==> src/rtl/interrupt_priority_controller.sv <==
// ---------------------------------------------------------------------------
// interrupt_priority_controller
//
// Purpose:
//   Turns rising edges on NUM_IRQ interrupt lines into pending requests, picks
//   the highest-priority unmasked one (index 0 is highest), and sequences one
//   interrupt entry at a time:
//     - a one-cycle int_pulse,
//     - a two-cycle entry window,
//     - a service phase that ends when the RET opcode reaches decode.
//   Interrupts do not nest.
//
// Ports:
//   clk        system clock; all state changes on the rising edge
//   reset      asynchronous, active-low reset
//   irq        level interrupt lines; a rising edge raises a request
//   irq_mask   per-source mask (1 = keep the request pending but do not issue it)
//   irq_en     global enable; gates new issues only
//   op         opcode at decode, watched for RET_OP during service
//   int_pulse  one-cycle strobe to jump control on issue
//   vec_addr   vector address of the issued source (held until the next issue)
//   int_id     index of the issued source (held until the next issue)
//   int_busy   high from issue through the end of service
//   pending    current pending-request register
// ---------------------------------------------------------------------------
module interrupt_priority_controller #(
  parameter int          NUM_IRQ    = 4,
  parameter logic [15:0] VEC_BASE   = 16'hF000,
  parameter logic [15:0] VEC_STRIDE = 16'h0010,
  parameter logic [5:0]  RET_OP     = 6'b010000
) (
  input  logic               clk,
  input  logic               reset,
  input  logic [NUM_IRQ-1:0] irq,
  input  logic [NUM_IRQ-1:0] irq_mask,
  input  logic               irq_en,
  input  logic [5:0]         op,
  output logic               int_pulse,
  output logic [15:0]        vec_addr,
  output logic [2:0]         int_id,
  output logic               int_busy,
  output logic [NUM_IRQ-1:0] pending
);

  typedef enum logic [1:0] {
    IDLE    = 2'd0,
    ISSUE   = 2'd1,
    ENTRY   = 2'd2,
    SERVICE = 2'd3
  } state_t;

  state_t             state_q, state_d;
  logic [NUM_IRQ-1:0] pending_q, pending_d;
  logic [NUM_IRQ-1:0] irq_q;
  logic               cnt_q, cnt_d;
  logic               int_pulse_q, int_pulse_d;
  logic [15:0]        vec_addr_q, vec_addr_d;
  logic [2:0]         int_id_q, int_id_d;

  logic [NUM_IRQ-1:0] rise;
  logic [NUM_IRQ-1:0] eligible;
  logic [NUM_IRQ-1:0] clear;
  logic [2:0]         winner;
  logic [15:0]        vec_calc;

  assign rise     = irq & ~irq_q;
  assign eligible = pending_q & ~irq_mask;

  // Lowest set index wins. The loop scans downward, so a lower index
  // overwrites any higher one found earlier in the scan.
  always_comb begin
    winner = 3'd0;
    for (int i = NUM_IRQ - 1; i >= 0; i--) begin
      if (eligible[i]) winner = 3'(i);
    end
  end

  // The multiply is done at 16 bits, so the vector address wraps modulo 2^16.
  assign vec_calc = VEC_BASE + ({13'd0, winner} * VEC_STRIDE);

  // Next-state logic for the entry sequencer.
  // A new edge on the bit being issued in this same cycle re-sets that bit,
  // so the second request is not lost.
  always_comb begin
    state_d     = state_q;
    cnt_d       = cnt_q;
    int_pulse_d = 1'b0;
    vec_addr_d  = vec_addr_q;
    int_id_d    = int_id_q;
    clear       = '0;

    case (state_q)
      IDLE: begin
        if (irq_en && (|eligible)) begin
          state_d     = ISSUE;
          int_pulse_d = 1'b1;
          int_id_d    = winner;
          vec_addr_d  = vec_calc;
          for (int i = 0; i < NUM_IRQ; i++) begin
            clear[i] = (winner == 3'(i));
          end
        end
      end
      ISSUE: begin
        state_d = ENTRY;
        cnt_d   = 1'b0;
      end
      // The jump-control interrupt delay: op is deliberately ignored here.
      ENTRY: begin
        if (cnt_q) state_d = SERVICE;
        else       cnt_d   = 1'b1;
      end
      SERVICE: begin
        if (op == RET_OP) state_d = IDLE;
      end
      default: state_d = IDLE;
    endcase

    pending_d = (pending_q & ~clear) | rise;
  end

  // State registers. Reset drops any interrupt in flight along with every
  // pending request.
  always_ff @(posedge clk or negedge reset) begin
    if (!reset) begin
      state_q     <= IDLE;
      pending_q   <= '0;
      irq_q       <= '0;
      cnt_q       <= 1'b0;
      int_pulse_q <= 1'b0;
      vec_addr_q  <= 16'h0000;
      int_id_q    <= 3'd0;
    end else begin
      state_q     <= state_d;
      pending_q   <= pending_d;
      irq_q       <= irq;
      cnt_q       <= cnt_d;
      int_pulse_q <= int_pulse_d;
      vec_addr_q  <= vec_addr_d;
      int_id_q    <= int_id_d;
    end
  end

  assign int_pulse = int_pulse_q;
  assign vec_addr  = vec_addr_q;
  assign int_id    = int_id_q;
  assign int_busy  = (state_q != IDLE);
  assign pending   = pending_q;

endmodule
==> config.mk <==
export PLATFORM = sky130hd
export DESIGN_NAME = interrupt_priority_controller
export DESIGN_NICKNAME = d
export VERILOG_FILES = /design/src/rtl/interrupt_priority_controller.sv
export SDC_FILE = /design/constraint.sdc
export NUM_CORES = 1
export LEC_CHECK = 0
export CAP_MARGIN = 20
export CORE_MARGIN = 1.5
export CORE_UTILIZATION = 42
export CTS_CLUSTER_SIZE = 8
export DETAILED_ROUTE_END_ITERATION = 8
export PLACE_DENSITY = 0.92
export SYNTH_ARGS = -nofsm -noshare
export SYNTH_HDL_FRONTEND = slang
export SYNTH_SLANG_ARGS = --single-unit
==> constraint.sdc <==
create_clock -name clk -period 3.04 [get_ports clk]
set_clock_uncertainty 0.2 [all_clocks]
set_input_delay 0.456 -clock clk [delete_from_list [all_inputs] [get_ports clk]]
set_output_delay 0.456 -clock clk [all_outputs]
set_load 0.01 [all_outputs]
==> results of run 1 <==
area by class of cell:
class                      count  area (um2)  share of cell area
sequential                    15         375               0.340
inverter                       8        30.0              0.0272
tap                           25        31.3              0.0283
timing repair buffer          30         300               0.272
multi-input combinational     50         340               0.308
clock buffer                   4        26.3              0.0238
stage by stage:
| stage | cell area (um2) | hold slack [ps] |
|---|---|---|
| final | 1100 | 228 |
| after global placement | 1080 | 204 |
| after global routing | 1100 | 244 |
| after CTS | 1100 | 228 |
| after detailed placement | 1080 | 215 |
| after floorplan | 866 | -39.6 |
worst max-delay path by stage:
| stage | cells past startpoint | to | from |
|---|---|---|---|
| 2_1_floorplan | 7 | pending[3] | state_q[0] |
| 3_3_place_gp | 6 | pending[3] | irq_mask[0] |
| 3_5_place_dp | 5 | state_q[1] | irq_mask[0] |
| 4_1_cts | 4 | int_busy | state_q[0] |
| 5_1_grt | 4 | int_busy | state_q[0] |
| 6_report | 4 | int_busy | state_q[0] |
power by group through the flow:
stage / clock, mW / combinational (mW) / sequential (mW)
final: 0.115 / 0.359 / 0.285
after global routing: 0.125 / 0.394 / 0.293
after CTS: 0.117 / 0.362 / 0.286
after detailed placement: 0 / 0.360 / 0.290
after global placement: 0 / 0.343 / 0.286
after floorplan: 0 / 0.218 / 0.296
layer usage:
metal | track usage | up-vias | routed length (um)
li1 | - | 296 | -
met3 | 0.0264 | 2 | 93
met4 | 0.0944 | 0 | 26
met5 | 0 | - | 0
met2 | 0.257 | 31 | 745
met1 | 0.170 | 271 | 584
cell families after synthesis:
logic type | after synthesis | synth area share
other cells | 1 | 0.00453
compound gates | 16 | 0.128
flops | 15 | 0.453
buf+inv | 24 | 0.181
fa+ha+maj | 4 | 0.0604
mux | 2 | 0.0272
simple gates | 17 | 0.145
cell usage after synthesis:
| cell | number |
|---|---|
| a31oi_1 | 3 |
| nand3b_1 | 1 |
| a21oi_1 | 1 |
| nor2b_4 | 2 |
| nor2_2 | 1 |
| inv_1 | 8 |
| conb_1 | 1 |
| o21ai_0 | 8 |
| nand2_1 | 3 |
| nand2b_1 | 2 |
| a41o_2 | 1 |
| and2b_2 | 1 |
| nor2_1 | 2 |
| o41ai_2 | 1 |
| mux2_2 | 2 |
| ha_1 | 4 |
| nor3_1 | 1 |
| dfrtp_1 | 15 |
| buf_4 | 16 |
| o31ai_1 | 2 |
| nor4_2 | 1 |
| nor4_1 | 1 |
| nor2b_2 | 1 |
| or2_2 | 1 |
registers in the layout (all words and copies together) (netlist names):
| name | flops |
|---|---|
| pending | 4 |
| int_id | 1 |
| state_q | 2 |
| irq_q | 4 |
| cnt_q | 1 |
| int_pulse | 1 |
| vec_addr | 2 |
worst register-to-register path: cells and delay by family, from the launching register on:
| kind | cells | cell delay (ps) |
|---|---|---|
| compound gates | 3 | 540 |
| flops | 1 | 420 |
| simple gates | 2 | 260 |
| fa+ha+maj | 1 | 210 |
| buf+inv | 1 | 110 |
==> impl_metrics.csv, run 1 <==
group,metric,value,unit
run_status,status,"finished, final reports clean",
pwr,pwr-share-comb,0.473,
sta,fin_ws,778,ps
place,pre_cts_ws,956,ps
critical_path,critPathKind,"reg2out",
floorplan,rows,15,
pwr,seq_power_share,0.375,
sta,tightest_slew,643,ps
detailed_routing,routed_via_density,4.55,
logic_synthesis,synth_seq_cells,15,
clock_tree,numCtsBuffers,3,
critical_path,path_max_fanout,3,
critical_path,rr_startpoint,"state_q[0]",
critical_path,cp-start-kind,"register",
critical_path,crit_required,2380,ps
sta,rsz0062_at_grt,"no",
floorplan,die_w,47.4,um
pwr,p_per_area,688,nW/um2
sta,slew-limit-headroom,0.570,
pwr,clkPwrFrac,0.151,
sta,max_freq,442,MHz
floorplan,die_h,47.4,um
layout,stdcell_count,132,
pwr,swShare,0.344,
grt,first_global_vias,562,
critical_path,cp_common_cell,"inv_1",
critical_path,cp_slowest_cell,"clkdlybuf4s50_1",
logic_synthesis,synth_area,828,um2
critical_path,max_stage_delay,520,ps
critical_path,cp.arrival,1610,ps
pwr,p_int,498,uW
clock_tree,root_buffer,"clkbuf_4",
detailed_routing,wire_per_inst,11.0,um
grt,grt-ovfl-total,0,
critical_path,crit_family,"buffers and inverters",
detailed_routing,first_pass_iters,4,
critical_path,reg2reg_depth,7,
layout,mostFrequentLayoutCells,"clkdlybuf4s50_1 (30), dfrtp_1 (15), conb_1 (11), inv_1 (8), o21ai_0 (8)",
floorplan,core,1780,um2
detailed_routing,wl,1.45,mm
layout,layout.nets,129,
sta,fin_crit,2260,ps
floorplan,dieArea,2250,um2
critical_path,cp_num_buf_inv,3,
grt,grt_max_degree,16,
critical_path,cp_cell_sequence,"inv_1 -> ha_1 -> inv_1 -> clkdlybuf4s50_1",
layout,final_common_cell,"clkdlybuf4s50_1",
layout,final_util,0.619,
floorplan,initial_core_util,0.465,
grt,grt_pass1_wl,2.26,mm
clock_tree,cts-resized-gates,0,
sta,slew_violations,0,
place,place_congestion,0.866,
flow_run,drv_cap,0,
logic_synthesis,syn_inst,79,
critical_path,r2r_end,"pending[3]",
detailed_routing,drcViolationCount,0,
critical_path,r2r_slack,1170,ps
sta,fin_crit_sh,0.744,
place,io_buffers,30,
clock_tree,clock_path_buffers,2,
logic_synthesis,ys_top_cells_by_area,"dfrtp_1 (45%), buf_4 (15%), ha_1 (6.0%), o21ai_0 (4.8%), inv_1 (3.6%)",
logic_synthesis,synth-seq-area-share,0.453,
logic_synthesis,synthDistinctLibCells,24,
clock_tree,clkSinkCount,15,
clock_tree,clk_pin_slew,90,ps
worst_hold_path,hold_depth,1,
worst_hold_path,min_from,"irq_q[1]",
clock_tree,post_cts_buffers,0,
worst_hold_path,hold_end,"pending[1]",
detailed_routing,final_antenna_net_count,0,
clock_tree,cts_tree,"built",
floorplan,io_pins,42,
clock_tree,htreeDepth,1,
grt,grt_util_all_layers,0.149,
logic_synthesis,synth_top_area_frac,0.453,
worst_hold_path,hold_path_class,"reg2reg",
detailed_routing,via_count,600,
layout,antennaDiodeCount,0,
sta,setup_tns,0,ps
place,dp.cells,128,
grt,antenna_found_initial,0,
layout,syn_to_final_growth,33.2,%
sta,finalHoldViolations,0,
pwr,p_leak,0.495,nW
detailed_routing,drt_iter0_markers,8,
logic_synthesis,synth.avg_cell_area,10.5,um2
logic_synthesis,synth_warnings,0,
clock_tree,ctsHoldBuffers,0,
layout,fillerInstances,156,
clock_tree,clk_latency,290,ps
pwr,p_sw,261,uW
sta,setup_viol,0,
logic_synthesis,synth_top_area_cell,"dfrtp_1",
layout,drive_above_1_share,0.131,
pwr,finalPower,759,uW
pwr,ir_drop,0.000442,V
critical_path,endpoint_kind,"output pin",
Power figures use the tool's default switching activity.
==> inputs of run 2 (changes only) <==
--- a/config.mk
+++ b/config.mk
@@ -7,10 +7,10 @@
 export LEC_CHECK = 0
 export CAP_MARGIN = 20
 export CORE_MARGIN = 1.5
-export CORE_UTILIZATION = 42
+export CORE_UTILIZATION = 39
 export CTS_CLUSTER_SIZE = 8
 export DETAILED_ROUTE_END_ITERATION = 8
-export PLACE_DENSITY = 0.92
+export PLACE_DENSITY = 0.87
 export SYNTH_ARGS = -nofsm -noshare
 export SYNTH_HDL_FRONTEND = slang
 export SYNTH_SLANG_ARGS = --single-unit
==> constraint.sdc (replaced) <==
create_clock -name clk -period 2.23 [get_ports clk]
set_clock_uncertainty 0.2 [all_clocks]
set_input_delay 0.3345 -clock clk [delete_from_list [all_inputs] [get_ports clk]]
set_output_delay 0.3345 -clock clk [all_outputs]
set_load 0.01 [all_outputs]
==> impl_metrics.csv, run 2 (synthesis results as in run 1) <==
group,metric,value,unit
sta,setup_viol,0,
worst_hold_path,min_from,"irq_q[3]",
clock_tree,root_buffer,"clkbuf_4",
detailed_routing,drt_iter0_markers,12,
clock_tree,cts_tree,"built",
critical_path,cp-start-kind,"register",
floorplan,rows,16,
clock_tree,clkSinkCount,15,
layout,drive_above_1_share,0.131,
grt,grt_max_degree,16,
detailed_routing,routed_via_density,4.65,
grt,grt_util_met2,0.243,
pwr,p_per_area,934,nW/um2
clock_tree,clock_path_buffers,2,
critical_path,critPathKind,"reg2out",
layout,mostFrequentLayoutCells,"clkdlybuf4s50_1 (30), dfrtp_1 (15), conb_1 (11), inv_1 (8), o21ai_0 (8)",
place,pre_cts_ws,248,ps
run_status,status,"finished, final reports clean",
sta,fin_crit_sh,0.957,
clock_tree,clk_pin_slew,80,ps
clock_tree,htreeDepth,1,
critical_path,path_max_fanout,3,
sta,tightest_slew,663,ps
critical_path,rr_startpoint,"state_q[1]",
clock_tree,clk_latency,280,ps
sta,finalHoldViolations,0,
sta,slew_violations,0,
pwr,ir_drop,0.000582,V
layout,final_common_cell,"clkdlybuf4s50_1",
pwr,finalPower,1.03,mW
detailed_routing,wire_per_inst,11.2,um
sta,max_freq,468,MHz
detailed_routing,first_pass_iters,4,
sta,fin_crit,2130,ps
clock_tree,post_cts_buffers,0,
sta,setup_tns,0,ps
grt,grt_util_all_layers,0.135,
place,io_buffers,30,
floorplan,die_h,49.1,um
grt,met3_usage,0.0337,
critical_path,cp.arrival,1600,ps
detailed_routing,final_antenna_net_count,0,
layout,syn_to_final_growth,33.5,%
sta,fin_ws,95.3,ps
critical_path,endpoint_kind,"output pin",
floorplan,dieArea,2410,um2
detailed_routing,wl,1.50,mm
sta,rsz0062_at_grt,"no",
critical_path,crit_required,1700,ps
grt,grt_pass1_wl,2.49,mm
layout,antennaDiodeCount,0,
critical_path,critPathLaunch,"state_q[1]",
layout,layout.nets,129,
clock_tree,ctsHoldBuffers,0,
grt,first_global_vias,616,
place,place_congestion,0.783,
place,place_hpwl,1.23,mm
sta,slew-limit-headroom,0.556,
grt,grt-ovfl-total,0,
grt,antenna_found_initial,0,
grt,busiest_layer,"met2",
pwr,p_leak,0.495,nW
detailed_routing,via_count,623,
floorplan,die_w,49.1,um
clock_tree,numCtsBuffers,3,
grt,met1_usage,0.146,
clock_tree,cts-resized-gates,0,
worst_hold_path,hold_path_class,"reg2reg",
floorplan,initial_core_util,0.418,
floorplan,core,1980,um2
flow_run,drv_cap,0,
detailed_routing,drcViolationCount,0,
floorplan,io_pins,42,
-- run 2: cell counts in the layout (fill, tap and decap cells not counted) --
Identical to the previous run, type by type.
-- run 2: path summary, 6_finish.rpt --
check | endpoint | slack, ps | cells after the start
min reg2reg | pending[3] | 220 | 1
max in group asynchronous | vec_addr[14] | 1150 | 1
max | int_busy | 100 | 4
min in group asynchronous | cnt_q | 260 | 1
min | pending[3] | 220 | 1
max reg2reg | pending[3] | 370 | 7
-- run 2: cell type report --
cell class,count,area (um2)
clock buffer,4,26.3
multi-input combinational,50,340
inverter,8,30.0
timing repair buffer,30,300
tap,27,33.8
sequential,15,375
fill,166,876
-- run 2: where the power goes --
| group | leakage, nW | switching, mW | internal, mW | total [mW] |
|---|---|---|---|---|
| clock | 0.0150 | 0.0822 | 0.0693 | 0.152 |
| sequential | 0.169 | 0.0483 | 0.342 | 0.390 |
| combinational | 0.312 | 0.225 | 0.267 | 0.492 |
| total | 0.495 | 0.355 | 0.678 | 1.03 |
-- run 2: worst max-delay path, stage by stage, from the launching register on --
cell and delay (ps):
dfrtp_1 410, inv_1 100, ha_1 220, inv_1 70
clkdlybuf4s50_1 530
-- run 2: routing by layer --
metal | vias up | share of wire
met3 | 0 | 0.057
met5 | - | 0
met1 | 295 | 0.39
met4 | 0 | 0
li1 | 295 | -
met2 | 33 | 0.55
-- run 2: through the flow --
step / util / area [um2] / hold WS (ps) / std cells
6_report: 0.558 / 1110 / 224 / 134
5_1_grt: 0.558 / 1110 / 257 / 134
4_1_cts: 0.558 / 1110 / 229 / 134
3_5_place_dp: 0.545 / 1080 / 217 / 130
3_3_place_gp: 0.545 / 1080 / 204 / 130
2_1_floorplan: - / 866 / -161 / 89
==> inputs of run 3 (changes only) <==
--- a/config.mk
+++ b/config.mk
@@ -14,3 +14,4 @@
 export SYNTH_ARGS = -nofsm -noshare
 export SYNTH_HDL_FRONTEND = slang
 export SYNTH_SLANG_ARGS = --single-unit
+export TNS_END_PERCENT = 10
==> results of run 3 <==
Same layout as run 2: the final DEF is identical, and so are final timing and power.
